File: src/rtl/lsu_pkg.sv
// lsu_pkg: shared size encodings, FSM state type and alignment helper
// for the load/store unit.
package lsu_pkg;

  localparam logic [1:0] SZ_BYTE = 2'b00;
  localparam logic [1:0] SZ_HALF = 2'b01;
  localparam logic [1:0] SZ_WORD = 2'b10;
  localparam logic [1:0] SZ_BAD  = 2'b11;

  typedef enum logic [1:0] {
    ST_IDLE  = 2'd0,
    ST_READ  = 2'd1,
    ST_WRITE = 2'd2,
    ST_RESP  = 2'd3
  } lsu_state_e;

  // Half needs addr[0]==0, word needs addr[1:0]==0.
  function automatic logic is_misaligned(input logic [1:0] size, input logic [1:0] lo);
    return ((size == SZ_HALF) && lo[0]) || ((size == SZ_WORD) && (lo != 2'b00));
  endfunction

endpackage

File: src/rtl/lsu_lane_align.sv
// lsu_lane_align: combinational lane extraction with sign/zero extension for
// loads, and byte/half merge into a previously read word for stores.
module lsu_lane_align
  import lsu_pkg::*;
(
  input  logic [31:0] word,
  input  logic [1:0]  lane,
  input  logic [1:0]  size,
  input  logic        is_unsigned,
  input  logic [31:0] wdata,
  output logic [31:0] load_data,
  output logic [31:0] store_word
);

  logic [7:0]  byte_v;
  logic [15:0] half_v;

  // Select the addressed lane for loads and overwrite it for stores.
  always_comb begin
    byte_v     = word[{lane, 3'b000} +: 8];
    half_v     = word[{lane[1], 4'b0000} +: 16];
    load_data  = '0;
    store_word = word;
    case (size)
      SZ_BYTE: begin
        load_data = {{24{~is_unsigned & byte_v[7]}}, byte_v};
        store_word[{lane, 3'b000} +: 8] = wdata[7:0];
      end
      SZ_HALF: begin
        load_data = {{16{~is_unsigned & half_v[15]}}, half_v};
        store_word[{lane[1], 4'b0000} +: 16] = wdata[15:0];
      end
      SZ_WORD: begin
        load_data  = word;
        store_word = wdata;
      end
      default: ;
    endcase
  end

endmodule

File: src/rtl/load_store_unit.sv
// load_store_unit: single-outstanding load/store sequencer in front of a
// word-wide, combinationally read data memory. Sub-word stores are done as
// read-modify-write.
// Build option: define LSU_MISALIGN_TRAP_EN to report misaligned half/word
// accesses as errors; otherwise the address is forced down to alignment.
//
// state    | meaning
// ---------+-----------------------------------------------
// ST_IDLE  | ready for a request
// ST_READ  | memory read, word captured at end of cycle
// ST_WRITE | memory write of full or merged word
// ST_RESP  | one-cycle response (data / error)
module load_store_unit
  import lsu_pkg::*;
#(
  parameter int unsigned MEM_BYTES = 32
) (
  input  logic        clk_i,
  input  logic        rst_i,
  input  logic        req_valid_i,
  output logic        req_ready_o,
  input  logic        req_we_i,
  input  logic [1:0]  req_size_i,
  input  logic        req_unsigned_i,
  input  logic [31:0] req_addr_i,
  input  logic [31:0] req_wdata_i,
  output logic        rsp_valid_o,
  output logic [31:0] rsp_rdata_o,
  output logic        rsp_err_o,
  output logic [31:0] mem_addr_o,
  output logic [31:0] mem_wdata_o,
  output logic        mem_write_o,
  output logic        mem_read_o,
  input  logic [31:0] mem_rdata_i
);

  lsu_state_e  state;
  logic        we_q;
  logic [1:0]  size_q;
  logic        uns_q;
  logic [31:0] addr_q;
  logic [31:0] wdata_q;
  logic        err_q;
  logic [31:0] word_q;

  logic        accept;
  logic        req_err;
  logic [31:0] eff_addr;
  logic [32:0] last_byte;
  logic [31:0] load_data;
  logic [31:0] store_word;

  assign accept = req_valid_i & req_ready_o;

  // Classify the incoming request and compute the address actually used.
  always_comb begin
    last_byte = {1'b0, req_addr_i[31:2], 2'b00} + 33'd3;
`ifdef LSU_MISALIGN_TRAP_EN
    req_err  = (req_size_i == SZ_BAD) || (last_byte >= 33'(MEM_BYTES)) ||
               is_misaligned(req_size_i, req_addr_i[1:0]);
    eff_addr = req_addr_i;
`else
    req_err  = (req_size_i == SZ_BAD) || (last_byte >= 33'(MEM_BYTES));
    eff_addr = req_addr_i;
    if (req_size_i == SZ_HALF)      eff_addr = {req_addr_i[31:1], 1'b0};
    else if (req_size_i == SZ_WORD) eff_addr = {req_addr_i[31:2], 2'b00};
`endif
  end

  // Sequencer: request capture, memory read capture and state transitions.
  always_ff @(posedge clk_i) begin
    if (rst_i) begin
      state   <= ST_IDLE;
      we_q    <= 1'b0;
      size_q  <= SZ_BYTE;
      uns_q   <= 1'b0;
      addr_q  <= '0;
      wdata_q <= '0;
      err_q   <= 1'b0;
      word_q  <= '0;
    end else begin
      case (state)
        ST_IDLE: begin
          if (accept) begin
            we_q    <= req_we_i;
            size_q  <= req_size_i;
            uns_q   <= req_unsigned_i;
            addr_q  <= eff_addr;
            wdata_q <= req_wdata_i;
            err_q   <= req_err;
            if (req_err)                                   state <= ST_RESP;
            else if (req_we_i && (req_size_i == SZ_WORD))  state <= ST_WRITE;
            else                                           state <= ST_READ;
          end
        end
        ST_READ: begin
          word_q <= mem_rdata_i;
          state  <= we_q ? ST_WRITE : ST_RESP;
        end
        ST_WRITE: state <= ST_RESP;
        default:  state <= ST_IDLE;
      endcase
    end
  end

  lsu_lane_align u_lane_align (
    .word        (word_q),
    .lane        (addr_q[1:0]),
    .size        (size_q),
    .is_unsigned (uns_q),
    .wdata       (wdata_q),
    .load_data   (load_data),
    .store_word  (store_word)
  );

  // Decode outputs from registered state; reset forces everything quiet.
  always_comb begin
    req_ready_o = 1'b0;
    rsp_valid_o = 1'b0;
    rsp_err_o   = 1'b0;
    rsp_rdata_o = '0;
    mem_addr_o  = '0;
    mem_wdata_o = '0;
    mem_read_o  = 1'b0;
    mem_write_o = 1'b0;
    if (!rst_i) begin
      case (state)
        ST_IDLE: req_ready_o = 1'b1;
        ST_READ: begin
          mem_read_o = 1'b1;
          mem_addr_o = {addr_q[31:2], 2'b00};
        end
        ST_WRITE: begin
          mem_write_o = 1'b1;
          mem_addr_o  = {addr_q[31:2], 2'b00};
          mem_wdata_o = store_word;
        end
        default: begin
          rsp_valid_o = 1'b1;
          rsp_err_o   = err_q;
          if (!err_q && !we_q) rsp_rdata_o = load_data;
        end
      endcase
    end
  end

endmodule

File: config.mk
export PLATFORM = sky130hd
export DESIGN_NAME = load_store_unit
export DESIGN_NICKNAME = d
export VERILOG_FILES = /design/src/rtl/lsu_pkg.sv /design/src/rtl/lsu_lane_align.sv /design/src/rtl/load_store_unit.sv
export SDC_FILE = /design/constraint.sdc
export NUM_CORES = 1
export LEC_CHECK = 0
export ABC_CLOCK_PERIOD_IN_PS = 3190
export CAP_MARGIN = 0
export CORE_UTILIZATION = 47
export DETAILED_ROUTE_END_ITERATION = 8
export GPL_ROUTABILITY_DRIVEN = 0
export PLACE_DENSITY = 0.9
export SLEW_MARGIN = 20
export SYNTH_ARGS = -nofsm -noshare
export SYNTH_HDL_FRONTEND = slang
export SYNTH_HIERARCHICAL = 1
export SYNTH_SLANG_ARGS = --single-unit
File: constraint.sdc
create_clock -name clk_i -period 3.19 [get_ports clk_i]
set_input_delay 0.638 -clock clk_i [delete_from_list [all_inputs] [get_ports clk_i]]
set_output_delay 0.638 -clock clk_i [all_outputs]
set_load 0.05 [all_outputs]
==> results of run 1 <==
==> metrics by stage <==
stage                     setup WS [ns]  util (%)  cell area (um^2)
after floorplan                   0.357         -              6420
after detailed placement          0.454      71.0              9450
after global routing           -0.00482      74.1              9850
final                             0.137      74.1              9850
after CTS                        0.0279      73.7              9800
after global placement            0.482      71.0              9450
==> Yosys cell counts, drive strengths merged, types with 4 or more instances <==
cell type	n
nand2	158
dfxtp	103
and2	96
o21ai	95
nor2	43
mux2i	42
buf	37
a22oi	31
clkbuf	29
a21oi	25
mux2	23
inv	22
nor2b	11
o211ai	11
nand3	10
a221o	9
a22o	9
ha	9
nand3b	8
nor4	8
nor3	7
a2bb2oi	6
nand2b	4
==> state kept, by name, summed over array words and instances (netlist names) <==
register,flops
err_q,1
we_q,1
uns_q,1
state,2
size_q,2
word_q,32
addr_q,32
wdata_q,32
==> routing by layer <==
layer / GRT usage (%) / wire (um) / vias up
met5: 0 / 0 / -
met3: 9.96 / 2410 / 91
met2: 53.9 / 10600 / 431
met4: 14.8 / 1070 / 0
li1: - / - / 3159
met1: 36.3 / 8400 / 3134
==> critical path, stage by stage, from the launching register on <==
cell and delay [ns]:
dfxtp_1 0.40, inv_2 0.14, ha_1 0.26, nand3b_1 0.25
nor4_4 0.23, buf_4 0.20, nand2_1 0.09, o211ai_1 0.14
and2_1 0.21, buf_12 0.14
==> worst paths after layout <==
| kind | from | to | slack (ns) | cells past startpoint |
|---|---|---|---|---|
| setup / recovery | addr_q[1] | mem_wdata_o[13] | 0.14 | 9 |
| setup reg to reg | state[0] | wdata_q[29] | 1.18 | 6 |
| hold reg to reg | addr_q[5] | addr_q[5] | 0.45 | 2 |
| hold / removal | addr_q[5] | addr_q[5] | 0.45 | 2 |
==> logic make-up after synthesis <==
kind of cell	count (synthesis)	synth area share (%)
other cells	1	0.0584
buf+inv	89	7.00
simple gates	353	27.6
fa+ha+maj	9	1.76
flops	103	32.1
mux	65	10.6
compound gates	205	20.8
==> timing repair <==
| item | in CTS | in global routing |
|---|---|---|
| gates resized for setup | 0 | 8 |
| buffers inserted | 0 | 2 |
| setup endpoints to repair | 0 | 28 |
==> area by class of cell <==
| class | instances | area (um^2) | share of cell area [%] |
|---|---|---|---|
| clock buffer | 10 | 239 | 2.43 |
| clock inverter | 6 | 115 | 1.17 |
| inverter | 23 | 86.3 | 0.877 |
| multi-input combinational | 634 | 3950 | 40.1 |
| sequential | 103 | 2070 | 21.0 |
| tap | 176 | 220 | 2.24 |
| timing repair buffer | 220 | 3170 | 32.2 |
==> report_power, final <==
part           internal, mW  switching [mW]  total, mW
Clock                 0.793           0.515       1.31
Sequential             1.50           0.290       1.79
Combinational         0.801            1.01       1.81
Total                  3.10            1.82       4.91
==> flow_results.org, run 1 <==
** Outcome
- Result of the run :: finished, final reports clean

** Placed design
- The wire-length estimate of the detail-placed layout is around 17,000 um.
- Buffers added on ports :: approximately 200
- Including well taps, the total number of placed cells is 1,154.

** Worst setup path
- Critical Path End Type :: output port
- CP Class :: reg -> out
- In this run the worst path has a maximum fanout of 9.
- At the worst endpoint, the arrival time is roughly 2.4 ns.
- Startpoint type of the worst setup path :: flop
- For the worst setup path, the data required time is between 2 and 3 ns.

** STA
- Final count of pins violating max slew :: 0
- Clock skew :: 0.00470 ns
- Post-route worst hold slack :: roughly 0.45 ns
- Headroom to the max-slew limit :: between 50% and 60%
- The final hold violation count is 0.
- At the pin with the least slew margin, the transition time is 0.626 ns.
- Setup total negative slack on the finished layout was measured at 0 ns.
- Number of endpoints failing setup at the final stage :: 0
- Final worst-path cycle share :: around 96%
- The worst path in the final design needs a cycle of just over 3 ns, including I/O delays and setup.
- Setup repair after global routing missed its margin :: true
- For this run, the top clock speed supported by timing is between 300 and 400 MHz.

** Min path
- Worst min path class :: reg -> reg

** Synthesis
- Count of unique library cells instantiated by Yosys :: 61
- The share of synthesized area in the top cell type comes to roughly a third.
- Number of storage elements in the synthesis netlist :: between 100 and 150
- In this run, synthesis inferred 0 flip-flops with an integrated enable.
- The Yosys step of the flow raised 6 warnings.
- Cell types occupying the most area after synthesis :: dfxtp_1 (32%), and2_1 (9.4%), nand2_1 (9.2%)
- Gate count after technology mapping :: slightly above 800
- The mapped netlist covers ~6400 um^2.
- The most used flip-flop cell after synthesis is dfxtp_1.
- The largest total area in the synthesized netlist belongs to dfxtp_1.
- Share of synthesized area occupied by flip-flops and latches :: about a third
- Of all flip-flops after synthesis, the portion carrying an async set or reset was 0%.
- Mean instance size in the synthesized netlist :: 7.78 um^2

** Global route
- Antenna violations before repair :: 0
- Wire length of the first global-routing pass :: about 35,000 um
- Pin count of the biggest net entering global routing :: 56
- Vias in the first global route :: ~6,600
- GR Util All Layers :: about a third
- Global route total overflow :: 0

** Final layout
- Layout Area Growth over Synthesis :: 53.5%
- Share of cells above drive strength 1 :: between 10% and 20%
- Highest-count cells in the layout ignoring fill and taps :: nand2_1 (158), dfxtp_1 (102), clkdlybuf4s50_1 (102)
- Non-filler cells, final :: roughly 1,200
- Total of fill cells in the finished design :: roughly 900
- The library cell used most frequently in the layout, excluding fill and tap cells, is nand2_1.
- Number of antenna repair diodes :: 0
- The final layout contains roughly 1,100 nets.

** Clock network
- TritonCTS built the clock tree.
- Clock Root Buffer :: clkbuf_16
- Hold-fix buffers, CTS :: 0
- After clock tree synthesis, the clock-pin slew on the worst setup and hold paths is approximately 0.07 ns.
- Buffer depth of the longest clock path :: 2
- Clock latency on the worst-skew pair :: about 0.35 ns
- Number of sinks on the clock net :: a little over 100
- H-tree lvl count :: 3
- In this run, CTS created clock tree buffers numbering 9.

** Pwr
- IR analysis of the VDD net gives a maximum drop of 0.397 mV.
- Post-layout power :: 4.91 mW
- Pwr per Cell Area :: roughly 500 nW/um^2
- Static Leak :: around 3.7 nW

** Routing
- First DRT Iteration DRCs :: about 670
- The routed layout has between 6,000 and 7,000 vias.
- Drt first pass iters :: 5
- Number of nets with antenna violations after detailed routing :: 0
- For this block, the routed nets add up to between 20,000 and 25,000 um of wire.
- Number of design rule violations left after detail routing :: 0
- Mean routed wirelength per cell :: 19.2 um
- Average vias per placed instance :: 5.81

** Die
- The floorplan step defined a die boundary enclosing approximately 14,000 um^2.
- In this run the vertical extent of the chip is ~120 um.
- In this run the count of I/O pins placed on the die edge is 204.
- Area of the core :: roughly 13,000 um^2
- Initial cell density of the core :: about half
- Site row count :: 42
- Width of the chip :: around 120 um

** Job
- Across the run, the number of max-cap violations was 0.
(Power assumes the default switching activity.)
==> run 2: changes to the inputs <==
--- a/config.mk
+++ b/config.mk
@@ -10,6 +10,7 @@
 export CORE_UTILIZATION = 47
 export DETAILED_ROUTE_END_ITERATION = 8
 export GPL_ROUTABILITY_DRIVEN = 0
+export GPL_TIMING_DRIVEN = 0
 export PLACE_DENSITY = 0.9
 export SLEW_MARGIN = 20
 export SYNTH_ARGS = -nofsm -noshare
==> run 2 against run 1 <==
Net effect:
- worst setup slack lost 0.090 ns
- non-clock buffer count rose by 50
- sequential share of layout area up 2.9 points
- first-iteration DRC count shrank 4.0%
- design area decreased by 12%
- combinational power is 6% lower
- hold slack gained 0.00076 ns
- maximum frequency down 2.9%
- highest routed layer unchanged
- flip-flop and latch count did not move
- clock skew grew 0.0030 ns
- total power decreased by 6.4%
- clock power is 16% lower
==> flow_results.org, run 2 (synthesis gave the netlist of run 1 again) <==
** Worst setup path
- Reg2Reg Depth :: 9 (was 6)
- The startpoint type of the worst setup path was a flop (unchanged).
- Worst endpoint required time :: 2.55 ns (about the same)
- Critical Path End Type :: output port (unchanged)
- The startpoint of the lowest-slack register-to-register path is state[0] (unchanged).
- Signal arrival time at the worst endpoint :: 2.50 ns (was 2.41 ns)
- CP Class :: reg -> out (unchanged)
- The highest net fanout along the worst path was 8 (was 9).
- Flop-to-flop setup slack :: 1.05 ns (was 1.18 ns)
- The reg-to-reg critical path endpoint was wdata_q[16] (was wdata_q[29]).

** Pwr
- The power density over cell area came to 531 nW/um^2 (was 499 nW/um^2).
- The worst vdd rail ir drop came to 0.313 mV (was 0.397 mV).
- Static Leak :: 3.51 nW (was 3.71 nW)

** STA
- Final hold violation count :: 0 (unchanged)
- Clock skew :: 0.00771 ns (was 0.00470 ns)
- The number of setup violations in the final report is 0 (unchanged).
- Max Clk Rate :: 318 MHz (was 328 MHz)
- The number of max-slew violations in the final report is 0 (unchanged).
- The worst-case hold slack came to 0.455 ns (was 0.454 ns).
- Final worst-path cycle share :: 98.5% (was 95.7%)
- Headroom to the max-slew limit :: 59.7% (was 58.3%)
- The sum of negative setup slack came to 0 ns (unchanged).
- The minimum clock period came to 3.14 ns (was 3.05 ns).
- The setup slack after layout came to 0.0470 ns (was 0.137 ns).
- The transition time at the pin with the least slew margin was 0.605 ns (was 0.626 ns).

** Min path
- Capture endpoint of the worst hold path :: addr_q[7] (was addr_q[5])
- The number of stages on the worst hold path came to 2 (unchanged).
- Hold Startpoint :: addr_q[7] (was addr_q[5])
- The kind of path behind the tightest hold check is reg -> reg (unchanged).

** Placed design
- Buffers added on ports :: 200 (was 201)
- Detailed Place HPWL :: 16,700 um (was 16,600 um)
- Setup slack at placement :: -0.433 ns (was 0.454 ns)
- Placed cell count :: 1,202 (was 1,154)
- The area after detailed placement was 8640 um^2 (was 9450 um^2).

** Final layout
- The area growth from synthesis to layout is 35.0% (was 53.5%).
- Non-filler cells, final :: 1,220 (was 1,172)
- Area used by sequential logic in the layout :: 2070 um^2 (about the same)
- The layout cell share with drive strength beyond 1 is 17.6% (was 17.2%).
- The number of nets in the layout was 1,153 (was 1,103).
- Multi-input gate area :: 3950 um^2 (unchanged)
- Highest-count cells in the layout ignoring fill and taps: nand2_1 (158), clkdlybuf4s50_1 (103), dfxtp_1 (101) (was nand2_1 (158), dfxtp_1 (102), clkdlybuf4s50_1 (102)).
- The final non-filler cell area is 8660 um^2 (was 9850 um^2).
- Number of antenna repair diodes :: 0 (unchanged)
- Total of fill cells in the finished design :: 1,140 (was 901)
- Most frequent standard cell in the layout excluding fill and tap cells :: nand2_1 (unchanged)
- Largest registers: addr_q (32), wdata_q (32), word_q (32) (unchanged).

** Clock network
- H-tree lvl count :: 3 (unchanged)
- The maximum clock insertion buffer count is 2 (unchanged).
- The clock sink count was 103 (unchanged).
- Clock tree from TritonCTS :: done (unchanged)
- The register clock-pin slew on the reported worst setup and hold paths came to 0.07 ns (about the same).
- Clock Root Buffer :: clkbuf_16 (unchanged)
- Clock buffer count from CTS :: 9 (unchanged)
- Hold-fix buffers, CTS :: 0 (unchanged)
- The clock latency at the later pin of the worst-skew pair came to 0.35 ns (about the same).

** Routing
- Number of design rule violations left after detail routing :: 0 (unchanged)
- The number of vias in the routed layout is 7,027 (was 6,815).
- Mean routed wirelength per cell :: 18.3 um (was 19.2 um)
- The first-pass detailed-route iteration total is 5 (unchanged).
- Average vias per placed instance :: 5.76 (was 5.81)
- Detailed Route WL :: 22,400 um (was 22,500 um)
- Number of nets with antenna violations after detailed routing :: 0 (unchanged)
- The initial DRC count was 642 (was 669).

** Global route
- The pin count of the biggest net entering global routing is 17 (was 56).
- Vias in the first global route :: 6,599 (was 6,562)
- Antenna violations before repair :: 0 (unchanged)
- The remaining global-route overflow is 0 (unchanged).
- Wire length of the first global-routing pass :: 34,600 um (was 35,100 um)
- GR Util All Layers :: 31.5% (was 31.8%)

** Die
- The chip height is 119 um (unchanged).
- Width of the chip :: 119 um (unchanged)
- The core outline area came to 13,300 um^2 (unchanged).
- The starting utilization of the core area was 48.3% (unchanged).
- Number of I/O pins :: 204 (unchanged)
- The placement row count is 42 (unchanged).
- The overall die area is 14,100 um^2 (unchanged).

** Job
- The number of maximum-capacitance violations was 0 (unchanged).

** Outcome
- Result of the run :: finished, final reports clean (unchanged)
-- run 2: cell types whose count changed in the layout (fill, tap and decap cells not counted), sizes merged, moves of 4 or more --
| cell | delta |
|---|---|
| clkbuf | +89 |
| dlygate4sd2 | +4 |
| clkdlybuf4s15 | +8 |
| buf | -54 |
-- run 2: per-layer routing --
metal | vias up | GRT usage, % | wire [um]
met5 | - | 0 | 0
met4 | 0 | 14.9 | 1020
met3 | 95 | 7.85 | 2470
met2 | 463 | 51.8 | 10200
met1 | 3211 | 38.5 | 8700
li1 | 3258 | - | -
-- run 2: repair_timing --
item                       in CTS  in global routing
pin swaps                       3                  1
resized for setup             224                142
setup endpoints to repair      96                 92
setup buffers                   4                  1
-- run 2: critical path, cell delays in order (launching register included) --
cell and delay (ns):
dfxtp_4 0.38, buf_6 0.15, clkinvlp_4 0.13, ha_2 0.24, nand3b_1 0.23, or3_1 0.42
a21oi_1 0.18, a221o_1 0.13, and2_1 0.14, buf_6 0.16
-- run 2: area by class of cell --
class / instances / area share, %
multi-input cells: 634 / 45.6
well taps: 176 / 2.54
flip-flops and latches: 103 / 23.9
repair buffers: 205 / 19.4
inverters: 23 / 1.07
clock buffers: 9 / 2.60
clock inverters: 5 / 0.693
plain buffers: 65 / 4.26
-- run 2: per-stage QoR --
step	utilization (%)	power, mW
2_1_floorplan	-	2.87
3_3_place_gp	65.0	3.43
3_5_place_dp	65.0	3.48
4_1_cts	66.7	4.57
5_1_grt	65.2	4.81
6_report	65.2	4.60
-- run 2: worst max path at each step --
stage                 endpoint  slack (ns)  startpoint
6_report       mem_wdata_o[11]        0.05   addr_q[0]
5_1_grt        mem_wdata_o[13]       -0.02   addr_q[0]
3_3_place_gp   rsp_rdata_o[16]       -0.41       rst_i
3_5_place_dp   mem_wdata_o[28]       -0.43   addr_q[0]
2_1_floorplan  mem_wdata_o[11]        0.36   addr_q[0]
4_1_cts        rsp_rdata_o[29]        0.02    state[0]
-- run 2: power breakdown --
| group | switching [mW] | total (mW) | internal (mW) |
|---|---|---|---|
| Combinational | 1.00 | 1.70 | 0.702 |
| Sequential | 0.286 | 1.79 | 1.50 |
| Clock | 0.501 | 1.10 | 0.603 |
| Total | 1.79 | 4.60 | 2.81 |
==> run 3: changes to the inputs <==
--- a/config.mk
+++ b/config.mk
@@ -6,7 +6,7 @@
 export NUM_CORES = 1
 export LEC_CHECK = 0
 export ABC_CLOCK_PERIOD_IN_PS = 3190
-export CAP_MARGIN = 0
+export CAP_MARGIN = 20
 export CORE_UTILIZATION = 47
 export DETAILED_ROUTE_END_ITERATION = 8
 export GPL_ROUTABILITY_DRIVEN = 0
==> results of run 3 <==
Same layout as run 2: the final DEF is identical, and so are final timing and power.
